===== src/rtl/tseq_pkg.sv =====
// Shared types and helpers for the test sequencer.
package tseq_pkg;

    typedef enum logic [1:0] {
        IDLE = 2'd0,
        RUN  = 2'd1,
        GAP  = 2'd2,
        DONE = 2'd3
    } tseq_state_e;

    // Timer counts 0..timeout-1; keep at least one bit for timeout == 1.
    function automatic int unsigned timer_width(input int unsigned timeout);
        return (timeout > 1) ? $clog2(timeout) : 1;
    endfunction

endpackage


===== src/rtl/tseq_timer.sv =====
// Per-unit run timer: counts while enabled, flags the last allowed cycle.
module tseq_timer
    import tseq_pkg::*;
#(
    parameter int unsigned TIMEOUT = 1024
) (
    input  logic clk,
    input  logic rst,
    input  logic clear,
    input  logic enable,
    output logic expired_c
);

    localparam int unsigned   TW   = timer_width(TIMEOUT);
    localparam logic [TW-1:0] LAST = TW'(TIMEOUT - 1);

    logic [TW-1:0] count;

    always_ff @(posedge clk or negedge rst) begin
        if (!rst) begin
            count <= '0;
        end else if (clear) begin
            count <= '0;
        end else if (enable && !expired_c) begin
            count <= count + TW'(1);
        end
    end

    assign expired_c = enable && (count == LAST);

endmodule


===== config.mk =====
export PLATFORM = sky130hd
export DESIGN_NAME = tseq_timer
export DESIGN_NICKNAME = d
export VERILOG_FILES = /design/src/rtl/tseq_pkg.sv /design/src/rtl/tseq_timer.sv
export SDC_FILE = /design/constraint.sdc
export NUM_CORES = 1
export LEC_CHECK = 0
export CAP_MARGIN = 20
export CORE_ASPECT_RATIO = 1.2
export CORE_UTILIZATION = 29
export CTS_BUF_LIST = sky130_fd_sc_hd__clkbuf_16
export DETAILED_ROUTE_END_ITERATION = 10
export HOLD_SLACK_MARGIN = 0.03
export PLACE_DENSITY = 0.53
export SKIP_CTS_REPAIR_TIMING = 1
export SYNTH_ARGS = -nofsm -noshare
export SYNTH_HDL_FRONTEND = slang
export SYNTH_SLANG_ARGS = --single-unit
export TNS_END_PERCENT = 100

===== constraint.sdc =====
create_clock -name clk -period 1.4 [get_ports clk]
set_clock_uncertainty 0.1 [all_clocks]
set_input_delay 0.28 -clock clk [delete_from_list [all_inputs] [get_ports clk]]
set_output_delay 0.28 -clock clk [all_outputs]
set_load 0.01 [all_outputs]

[After elaboration in Yosys (flattened, before gate mapping)]
Cells that the tools add are included.
Operators by class
  reduce and logical (&&, ||, !) cells: 4
  muxes and demuxes: 2
  add/subtract/negate cells: 1
  equal/unequal tests: 1
Operators with widths (number)
  2-to-1 mux 10 bit: 2
  adder 10 x 1 -> 10 bit, second input constant: 1
  == test 10 bit, second input constant: 1
  logical AND 1 bit: 2
  nonzero test 2 bit: 1
  zero test 1 bit: 1
Word-level totals
  output and inout port bits: 1
  input bits: 4
  bits in registers: 10
  word-level logic and storage cells: 9

[Longest topological paths before layout]
Gate-level depths: netlist of run 1.
  word-level depth: 6
  mapped depth: 5
  depth with buffers taken out: 5

[Worst setup path before layout of run 1]
OpenSTA, ideal clock, no wires.
  path kind: register -> output
  start point: reg count[0]
  end point: out expired_c
  slack: -0.170 ns
  cell stages (with the launch flop): 5
  arrival: 1.190 ns
  data required time: 1.020 ns
  path buffers: 0
  cells stage by stage: dfrtp_1 > ha_1 > nand3_1 > or2_1 > nor3_1
On the way
  longest elaborated chain between the ends: 2
RTL lines
  start: declaration: RTL line tseq_timer.sv:17  | logic [TW-1:0] count;
  start signal: assignment: RTL line tseq_timer.sv:25  | count <= count + TW'(1);
  == test 10 bit: RTL line tseq_timer.sv:29  | assign expired_c = enable && (count == LAST);
  logical AND 1 bit: RTL line tseq_timer.sv:29
  end: declaration: RTL line tseq_timer.sv:11  | output logic expired_c
Every way passes these cells.

[Final worst setup path of run 1]
Same ends and word-level chain as after synthesis.

==> impl_summary.log, run 1 <==
INFO  metric tightestPinTransition = 0.228 ns
INFO  metric synth-simple-area-share = approximately 29%
INFO  metric ys_seq_area_share = 45.1%
INFO  metric overflow_left_after_global_routing = 0
INFO  metric final_critical_path_setup_slack = -0.337 ns
INFO  metric first_pass_grt_wire_length = 2.42 mm
INFO  metric slew_headroom = between 80% and 90%
INFO  metric critical_path_required = 1.02 ns
INFO  metric final_cells = 102
INFO  metric slew_viol_final = 0
INFO  metric largest_register_ff_count = 10
INFO  metric clk_pin_slew = 0.04 ns
INFO  metric synth_top_family_by_area = simple AND/OR/NAND/NOR gates
INFO  metric setup.worst_path.class = reg2out
INFO  metric synthXorXnorAreaFrac = between 4 and 5%
INFO  metric tritoncts = built
INFO  metric detailedRoute.firstIterationViolations = 6
INFO  metric max-clock-path-buffers = 2
INFO  metric row_count = 16
INFO  metric io-pin-count = 5
INFO  metric place_inst = 96
INFO  metric synthDominantAreaCellType = sky130_fd_sc_hd__dfrtp_1
INFO  metric num-fill-cells = approximately 150
INFO  metric htree_levels = 1
INFO  metric run_status = complete, but fails checks
INFO  metric synth-warning-count = 0
INFO  metric maxCapViolCount = 0
INFO  metric violations_in_the_final_reports = setup timing
INFO  metric min_period_over_period = 124%
INFO  metric power.density = 930 mW/mm2
INFO  metric achievable-frequency = 576 MHz
INFO  metric die_area = 0.00209 mm2
INFO  metric worst_setup_ep_type = output pin
INFO  metric drcViolationCount = 0
INFO  metric register_ranked_first_by_flip_flop_count = count
INFO  metric clkSinkCount = 10
INFO  metric drt-wirelength-per-cell = 13.7 um
INFO  metric rsz0062_at_grt = true
INFO  metric flow.area_growth_from_synthesis = 72.0%
INFO  metric synth_top_cells_by_area = sky130_fd_sc_hd__dfrtp_1, sky130_fd_sc_hd__nor2_1, sky130_fd_sc_hd__xor2_1
INFO  metric worst_skew_pair.late_latency = 0.24 ns
INFO  metric antenna_found_initial = 0
INFO  metric seqCellArea = 250 um2
INFO  metric post_synth_fa_ha_maj_area_fraction = 2.26%
INFO  metric wirelength = 1.40 mm
INFO  metric die_h = between 40 and 50 um
INFO  metric synthesis.nets = approximately 60
INFO  metric vdd_ir_max = about 580 uV
INFO  metric placed_area = about 780 um2
INFO  metric initial_utilization = 32.6%
INFO  metric port_buffers = 4
INFO  metric critical_path_arrival = 1.36 ns
INFO  metric via_count_of_the_routed_design = 523
INFO  metric total_leakage_power = 0.453 nW
INFO  metric final_weighted_congestion_of_routability_driven_global_placement = 0.746
INFO  metric core_area = approximately 0.0017 mm2
INFO  metric layout-drive-gt1-share = 50.0%
INFO  metric grt.total_usage = 16.0%
INFO  metric design_area = roughly 950 um2
INFO  metric synth.area.mux_share = 3.61%
INFO  metric yosys.area.top_type_share = 45.1%
INFO  metric cts-buffers-inserted = 3
INFO  metric viasPerCell = just over 5
INFO  metric pin_count_of_the_biggest_net_entering_global_routing = 11
INFO  metric final_hold_viol_count = 0
INFO  metric insertedDiodeCount = 0
INFO  metric post_synth.cell_area_avg = 9.90 um2
INFO  metric detailedRoute.firstPassIterationCount = 3
INFO  metric clk_root_buffer_cell = sky130_fd_sc_hd__clkbuf_16
INFO  metric synthesis.instances = between 50 and 60
INFO  metric net_count_reported_at_finish = 90
INFO  metric critical_path.max_fanout = 2
INFO  metric final_antenna_net_count = 0
INFO  metric setup-violations-final = 7
INFO  metric first_global_vias = 544
INFO  metric synth_compound_gate_area_share = 14.2%
INFO  metric multi_input_comb_area = between 300 and 400 um2
INFO  metric largest_regs = count: 10 flops
INFO  metric holdCritPathClass = in2async
INFO  metric period_minus_slack = 1.74 ns
INFO  metric die_width = 41.9 um
INFO  metric netlist_area = 554 um2
INFO  metric startpoint_type = flip-flop
INFO  metric yosys.cell_types.count = 24
INFO  metric detailedPlacementHpwl = 945 um
INFO  metric flops_latches_synth = 10
## layout make-up
cell class              count  area share [%]
repair buffers             25            21.3
clock buffers               3            7.87
flip-flops and latches     10            26.2
well taps                  18            2.36
inverters                   1           0.394
clock inverters             1           0.394
multi-input cells          44            41.5
## worst max-delay path, stage by stage (launching register included)
cell and delay, ns:
sky130_fd_sc_hd__dfrtp_1 0.39, sky130_fd_sc_hd__ha_4 0.15, sky130_fd_sc_hd__nand3_2 0.09, sky130_fd_sc_hd__or2_4 0.24, sky130_fd_sc_hd__nor3_2 0.10, sky130_fd_sc_hd__buf_2 0.15
## cells in the mapped netlist
master / number
sky130_fd_sc_hd__nor3b_2: 1
sky130_fd_sc_hd__ha_1: 1
sky130_fd_sc_hd__a21oi_1: 2
sky130_fd_sc_hd__or2_1: 1
sky130_fd_sc_hd__o311ai_1: 1
sky130_fd_sc_hd__nor2_1: 11
sky130_fd_sc_hd__dfrtp_1: 10
sky130_fd_sc_hd__nand4_4: 1
sky130_fd_sc_hd__a31oi_1: 1
sky130_fd_sc_hd__o2111ai_2: 1
sky130_fd_sc_hd__or3_1: 1
sky130_fd_sc_hd__xor2_1: 3
sky130_fd_sc_hd__o31ai_2: 1
sky130_fd_sc_hd__o2111ai_1: 1
sky130_fd_sc_hd__and4_4: 1
sky130_fd_sc_hd__and4_2: 1
sky130_fd_sc_hd__inv_1: 1
sky130_fd_sc_hd__mux2i_1: 2
sky130_fd_sc_hd__nand3_1: 3
sky130_fd_sc_hd__nor3_1: 4
sky130_fd_sc_hd__nand2_1: 4
sky130_fd_sc_hd__o21ai_0: 2
sky130_fd_sc_hd__buf_1: 1
sky130_fd_sc_hd__a211oi_1: 1
## routing by layer
layer	up-vias	track usage, %	routed length [um]
li1	264	-	-
met3	5	3.30	33
met5	-	0	0
met2	6	25.0	704
met1	248	19.4	613
met4	0	11.3	43
## cell families after synthesis
| logic type | Yosys count |
|---|---|
| AO/OA/AOI/OAI | 10 |
| buffers and inverters | 2 |
| multiplexers | 2 |
| AND/OR/NAND/NOR | 28 |
| flip-flops | 10 |
| XOR/XNOR | 3 |
| adder cells (fa/ha/maj) | 1 |
## cells in the final DEF, fill, tap and decap left out, drive strengths merged
| master | synthesis | layout |
|---|---|---|
| nand4 | 1 | 1 |
| o2111ai | 2 | 2 |
| clkbuf | 0 | 3 |
| or3 | 1 | 1 |
| nand2 | 4 | 4 |
| dfrtp | 10 | 10 |
| mux2i | 2 | 2 |
| clkinv | 0 | 1 |
| nor2 | 11 | 11 |
| nor3 | 4 | 4 |
| clkdlybuf4s50 | 0 | 2 |
| a31oi | 1 | 1 |
| ha | 1 | 1 |
| xor2 | 3 | 3 |
| or2 | 1 | 1 |
| inv | 1 | 1 |
| a211oi | 1 | 1 |
| o311ai | 1 | 1 |
| and4 | 2 | 2 |
| nor3b | 1 | 1 |
| dlymetal6s2s | 0 | 1 |
| o31ai | 1 | 1 |
| nand3 | 3 | 3 |
| a21oi | 2 | 2 |
| buf | 1 | 22 |
| o21ai | 2 | 2 |
## where the power goes
| group | total, mW | leakage (nW) | internal (mW) | switching [mW] |
|---|---|---|---|---|
| combinational | 0.0647 | 0.276 | 0.0364 | 0.0283 |
| clock | 0.520 | 0.0385 | 0.375 | 0.144 |
| sequential | 0.302 | 0.138 | 0.296 | 0.00593 |
## per-stage QoR
| stage | hold slack (ns) | setup WS, ns | utilization (%) | power (mW) | setup TNS [ns] |
|---|---|---|---|---|---|
| after floorplan | -0.116 | -0.0650 | - | 0.327 | -0.0756 |
| after global placement | 0.487 | -0.795 | 45.9 | 0.363 | -3.40 |
| after detailed placement | 0.490 | -0.787 | 45.9 | 0.364 | -3.41 |
| after CTS | 0.238 | -0.804 | 50.5 | 0.884 | -1.97 |
| after global routing | 0.270 | -0.404 | 56.0 | 0.920 | -1.62 |
| final | 0.228 | -0.337 | 56.0 | 0.887 | -0.989 |
## final timing paths
| kind | depth (start not counted) | end | start | slack (ns) |
|---|---|---|---|---|
| setup reg to reg | 6 | count[7] | count[0] | -0.23 |
| min in group clk | 4 | count[2] | enable | 0.47 |
| hold / removal | 2 | count[4] | rst | 0.23 |
| hold reg to reg | 2 | count[2] | count[3] | 0.56 |
| setup / recovery | 5 | expired_c | count[0] | -0.34 |
| max in group asynchronous | 2 | count[9] | rst | 0.83 |
No activity file was read; power rests on OpenSTA's default activity.
==> run 2, diff against run 1 <==
PLACE_DENSITY = 0.52   (was 0.53)
clock period = 1.6 ns   (was 1.4 ns; I/O delays follow)
==> run 2 against run 1 <==
The flow still finishes with violations (setup timing). Design area is 7.2% lower. Utilization is 4.0 points lower. Wire length is 0.50% lower. Via count is 2.3% lower. Sequential cell count stayed put. Register-to-register slack better by 0.28 ns. Sequential share of layout area is 2.0 points higher. Clock power is 14% lower. Cell count is 3.9% lower. Worst setup slack better by 0.18 ns. Non-clock buffer count is 4 lower. Die area stayed put. Largest power group unchanged.
==> impl_summary.log, run 2 (synthesized netlist as in run 1, its figures left out) <==
INFO  metric maxCapViolCount = 0
INFO  metric violations_in_the_final_reports = setup timing
INFO  metric detailedRoute.firstIterationViolations = 8
INFO  metric multi_input_comb_area = ~360 um2
INFO  metric initial_utilization = 32.6%
INFO  metric run_status = complete, but fails checks
INFO  metric achievable-frequency = 571 MHz
INFO  metric period_minus_slack = 1.75 ns
INFO  metric overflow_left_after_global_routing = 0
INFO  metric insertedDiodeCount = 0
INFO  metric critical_path_required = 1.18 ns
INFO  metric register_ranked_first_by_flip_flop_count = count
INFO  metric critical_path_arrival = about 1.3 ns
INFO  metric viasPerCell = 5.21
INFO  metric port_buffers = 4
INFO  metric final_weighted_congestion_of_routability_driven_global_placement = 0.694
INFO  metric layout.cells.most_common = sky130_fd_sc_hd__buf_4
INFO  metric clk_pin_slew = 0.04 ns
INFO  metric rsz0062_at_grt = true
INFO  metric slew_headroom = between 60 and 70%
INFO  metric drt-wirelength-per-cell = 14.2 um
INFO  metric place_ws = -0.647 ns
INFO  metric first_global_vias = about 560
INFO  metric startpoint_type = flip-flop
INFO  metric power.density = ~860 mW/mm2
INFO  metric net_count_reported_at_finish = 86
INFO  metric worst_skew_pair.late_latency = 0.24 ns
INFO  metric num-fill-cells = 165
INFO  metric clk_root_buffer_cell = sky130_fd_sc_hd__clkbuf_16
INFO  metric io-pin-count = 5
INFO  metric final_cells = roughly 100
INFO  metric die_width = 41.9 um
INFO  metric total_leakage_power = 0.393 nW
INFO  metric row_count = 16
INFO  metric layout-drive-gt1-share = 41.3%
INFO  metric placed_area = 746 um2
INFO  metric tritoncts = built
INFO  metric min_period_over_period = 110%
INFO  metric design_area = 885 um2
INFO  metric tightestPinTransition = 0.472 ns
INFO  metric setup-tns-final = -0.153 ns
INFO  metric power = approximately 0.76 mW
INFO  metric final_antenna_net_count = 0
INFO  metric wirelength = between 1 and 1.5 mm
INFO  metric largest_register_ff_count = 10
INFO  metric slew_viol_final = 0
INFO  metric final_cell_mix = sky130_fd_sc_hd__buf_4, sky130_fd_sc_hd__nor2_1, sky130_fd_sc_hd__dfrtp_1
INFO  metric first_pass_grt_wire_length = 2.41 mm
INFO  metric via_count_of_the_routed_design = between 500 and 600
INFO  metric die_h = roughly 50 um
INFO  metric setup-violations-final = 1
INFO  metric flow.area_growth_from_synthesis = 59.6%
INFO  metric worst_setup_ep_type = output pin
INFO  metric die_area = 0.00209 mm2
INFO  metric core_area = between 0.0015 and 0.002 mm2
INFO  metric vdd_ir_max = 505 uV
INFO  metric clkSinkCount = 10
INFO  metric place_inst = 94
INFO  metric antenna_found_initial = 0
INFO  metric drcViolationCount = 0
INFO  metric setup.worst_path.class = reg2out
INFO  metric seqCellArea = 250 um2
INFO  metric largest_regs = count: 10 flops
INFO  metric grt.total_usage = about 16%
INFO  metric final_critical_path_setup_slack = -0.153 ns
INFO  metric critical_path.max_fanout = 2
INFO  metric detailedPlacementHpwl = about 950 um
INFO  metric cts-buffers-inserted = 3
INFO  metric pin_count_of_the_biggest_net_entering_global_routing = 11
INFO  metric holdCritPathClass = in2async
INFO  metric detailedRoute.firstPassIterationCount = 4
INFO  metric final_hold_viol_count = 0
INFO  metric max-clock-path-buffers = 2
INFO  metric htree_levels = 1
[run 2: worst max-delay path: stages (launching register included)]
cell	delay [ns]
sky130_fd_sc_hd__dfrtp_1	0.39
sky130_fd_sc_hd__ha_4	0.16
sky130_fd_sc_hd__nand3_2	0.07
sky130_fd_sc_hd__or2_4	0.24
sky130_fd_sc_hd__nor3_2	0.09
sky130_fd_sc_hd__buf_2	0.14
[run 2: final timing paths]
check,start,to,slack (ns),cells past startpoint
worst max-delay path,count[1],expired_c,-0.15,5
min in group clk,enable,count[2],0.52,4
worst min register to register,count[0],count[1],0.58,3
worst max register to register,count[1],count[7],0.05,6
worst min-delay path,rst,count[8],0.31,1
max in group asynchronous,rst,count[4],0.77,1
[run 2: power breakdown]
group          switching (mW)  internal, mW
Sequential            0.00535         0.259
Clock                   0.121         0.328
Combinational          0.0238        0.0256
[run 2: metal layers]
layer,global-route usage (%),routed length [um],vias up
met3,4.76,35,5
met1,16.1,573,245
li1,-,-,255
met4,9.68,42,0
met5,0,0,-
met2,28.4,737,6
[run 2: cell type report]
class,instances,area share (%)
inverter,1,0.424
tap,18,2.55
timing repair buffer,21,19.5
multi-input combinational,44,40.3
sequential,10,28.3
clock buffer,3,8.49
clock inverter,1,0.424
[run 2: per-stage QoR]
stage          util [%]  hold slack [ns]
6_report           52.0            0.306
5_1_grt            52.0            0.347
4_1_cts            48.5            0.323
3_5_place_dp       43.8            0.528
3_3_place_gp       43.8            0.514
2_1_floorplan         -          -0.0756
==> run 3, diff against run 2 <==
PLACE_DENSITY = not set   (was 0.52)
PLACE_DENSITY_LB_ADDON = 0.15   (was not set)
SLEW_MARGIN = 20   (was not set)
==> run 3 against run 2 <==
The run still ends with setup timing left. Sequential cell count is the same. Cell count is 1.0% higher. Sequential power barely moved. Hold slack better by 0.014 ns. Design area up 3.1%. Wire length decreased by 3.0%. Largest cell class unchanged. Largest power group unchanged.
==> impl_summary.log, run 3 (synthesized netlist as in run 1, its figures left out) <==
INFO  metric run_status = complete, but fails checks
INFO  metric violations_in_the_final_reports = setup timing
INFO  metric tritoncts = built
INFO  metric clkSinkCount = 10
INFO  metric path_cells = ha_4, nand3_2, or2_4, nor3_2, buf_2
INFO  metric critPathMaxStageDelay = between 0.3 and 0.4 ns
INFO  metric final_weighted_congestion_of_routability_driven_global_placement = 0.858
INFO  metric pin_count_of_the_biggest_net_entering_global_routing = 11
INFO  metric fraction_of_met1_tracks_used_by_global_routing = 16.3%
INFO  metric achievable-frequency = roughly 560 MHz
INFO  metric insertedDiodeCount = 0
INFO  metric setup-violations-final = 2
INFO  metric final_critical_path_setup_slack = -0.172 ns
INFO  metric layout.cells.most_common = sky130_fd_sc_hd__buf_4
INFO  metric crit_path_top_delay_cell = sky130_fd_sc_hd__dfrtp_1
INFO  metric met2_usage = a little under a quarter
INFO  metric clk_root_buffer_cell = sky130_fd_sc_hd__clkbuf_16
INFO  metric num-fill-cells = 146
INFO  metric power_switching_share = 19.2%
INFO  metric busiest_layer = met2
INFO  metric reg2regPathDepth = 6
INFO  metric setup.worst_path.class = reg2out
INFO  metric cts-buffers-inserted = 3
INFO  metric detailedRoute.firstIterationViolations = 12
INFO  metric total_leakage_power = 0.392 nW
INFO  metric final_hold_viol_count = 0
INFO  metric largest_register_ff_count = 10
INFO  metric die_h = 49.9 um
INFO  metric critical_path_arrival = 1.35 ns
INFO  metric multi_input_comb_area = 377 um2
INFO  metric die_area = 0.00209 mm2
INFO  metric largest_regs = count: 10 flops
INFO  metric worst_r2r_startpoint = count[1]
INFO  metric detailedRoute.firstPassIterationCount = 4
INFO  metric rsz0062_at_grt = true
INFO  metric io-pin-count = 5
INFO  metric layout-drive-gt1-share = between 40% and 50%
INFO  metric clk_pin_slew = roughly 0.040 ns
INFO  metric min_period_over_period = 111%
INFO  metric final_cell_mix = sky130_fd_sc_hd__buf_4, sky130_fd_sc_hd__nor2_1, sky130_fd_sc_hd__dfrtp_1
INFO  metric core_area = 0.00170 mm2
INFO  metric die_width = 41.9 um
INFO  metric detailedPlacementHpwl = around 900 um
INFO  metric tightestPinTransition = 0.497 ns
INFO  metric grt.total_usage = 14.6%
INFO  metric worst_skew_pair.late_latency = 0.24 ns
INFO  metric max-clock-path-buffers = 2
INFO  metric flow.area_growth_from_synthesis = 64.6%
INFO  metric slew_viol_final = 0
INFO  metric place_inst = 96
INFO  metric vdd_ir_max = 472 uV
INFO  metric overflow_left_after_global_routing = 0
INFO  metric via_count_of_the_routed_design = 530
INFO  metric port_buffers = 4
INFO  metric drcViolationCount = 0
INFO  metric first_pass_grt_wire_length = 2.19 mm
INFO  metric reg2reg_slack = -0.03 ns
INFO  metric final_cells = 99
INFO  metric first_global_vias = ~530
INFO  metric worst_setup_ep_type = output pin
INFO  metric p_clk_share = 58.2%
INFO  metric slew_headroom = 66.8%
INFO  metric power_switching = 0.145 mW
INFO  metric period_minus_slack = 1.77 ns
INFO  metric wirelength = 1.35 mm
INFO  metric register_ranked_first_by_flip_flop_count = count
INFO  metric drt-wirelength-per-cell = about 14 um
INFO  metric internal-power = 0.608 mW
INFO  metric startpoint_type = flip-flop
INFO  metric power = between 0.7 and 0.8 mW
INFO  metric final_antenna_net_count = 0
INFO  metric use_met3 = 3.30%
INFO  metric row_count = 16
INFO  metric cp_num_buf_inv = 1
INFO  metric initial_utilization = 32.6%
INFO  metric power.density = 826 mW/mm2
INFO  metric seq_power_share = 35.1%
INFO  metric timing.critical_path.max_delay_family = simple AND/OR/NAND/NOR gates
INFO  metric htree_levels = 1
INFO  metric holdCritPathClass = in2async
INFO  metric p_comb_share = 6.7%
INFO  metric net_count_reported_at_finish = ~90
INFO  metric seqCellArea = between 200 and 300 um2
INFO  metric viasPerCell = 5.35
INFO  metric r2r_end = count[7]
INFO  metric critical_path.max_fanout = 2
INFO  metric maxCapViolCount = 0
INFO  metric antenna_found_initial = 0
INFO  metric critical_path_required = 1.18 ns
-- run 3: worst max-delay path by stage --
stage | start | end | slack [ns] | cells after the start
CTS | enable | expired_c | -0.68 | 5
floorplan | count[0] | expired_c | 0.07 | 4
global placement | enable | expired_c | -0.66 | 5
global route | count[1] | expired_c | -0.23 | 5
detailed placement | enable | expired_c | -0.65 | 5
finish | count[1] | expired_c | -0.17 | 5
-- run 3: per-layer routing --
metal  wire [um]  up-vias
met5           0        -
met1         576      258
li1            -      256
met4          58        0
met3          64        5
met2         646       11
-- run 3: layout make-up --
class                      instances  area share, %
clock buffer                       3           8.23
sequential                        10           27.4
timing repair buffer              23           20.2
multi-input combinational         44           41.3
inverter                           1          0.412
tap                               18           2.47
-- run 3: worst reg2reg max path, cell delays in order, from the launching register on --
cell,delay (ns)
sky130_fd_sc_hd__dfrtp_1,0.40
sky130_fd_sc_hd__ha_4,0.18
sky130_fd_sc_hd__buf_6,0.13
sky130_fd_sc_hd__nand2_8,0.08
sky130_fd_sc_hd__o2111ai_4,0.15
sky130_fd_sc_hd__or3_4,0.41
sky130_fd_sc_hd__a21oi_2,0.12
-- run 3: through the flow --
stage	instance area (um2)	hold WS, ns	setup TNS [ns]	worst slack [ns]	utilization [%]
after global routing	912	0.359	-0.355	-0.228	53.6
after global placement	761	0.502	-2.09	-0.662	44.7
after detailed placement	761	0.519	-2.09	-0.653	44.7
after CTS	836	0.328	-0.950	-0.676	49.1
after floorplan	559	-0.0756	0	0.0720	-
final	912	0.320	-0.205	-0.172	53.6
-- run 3: power by group through the flow --
| stage | clock network [mW] | registers, mW | logic, mW |
|---|---|---|---|
| 6_report | 0.439 | 0.264 | 0.0502 |
| 3_5_place_dp | 0 | 0.265 | 0.0445 |
| 2_1_floorplan | 0 | 0.267 | 0.0151 |
| 5_1_grt | 0.459 | 0.265 | 0.0555 |
| 3_3_place_gp | 0 | 0.265 | 0.0444 |
| 4_1_cts | 0.452 | 0.262 | 0.0449 |
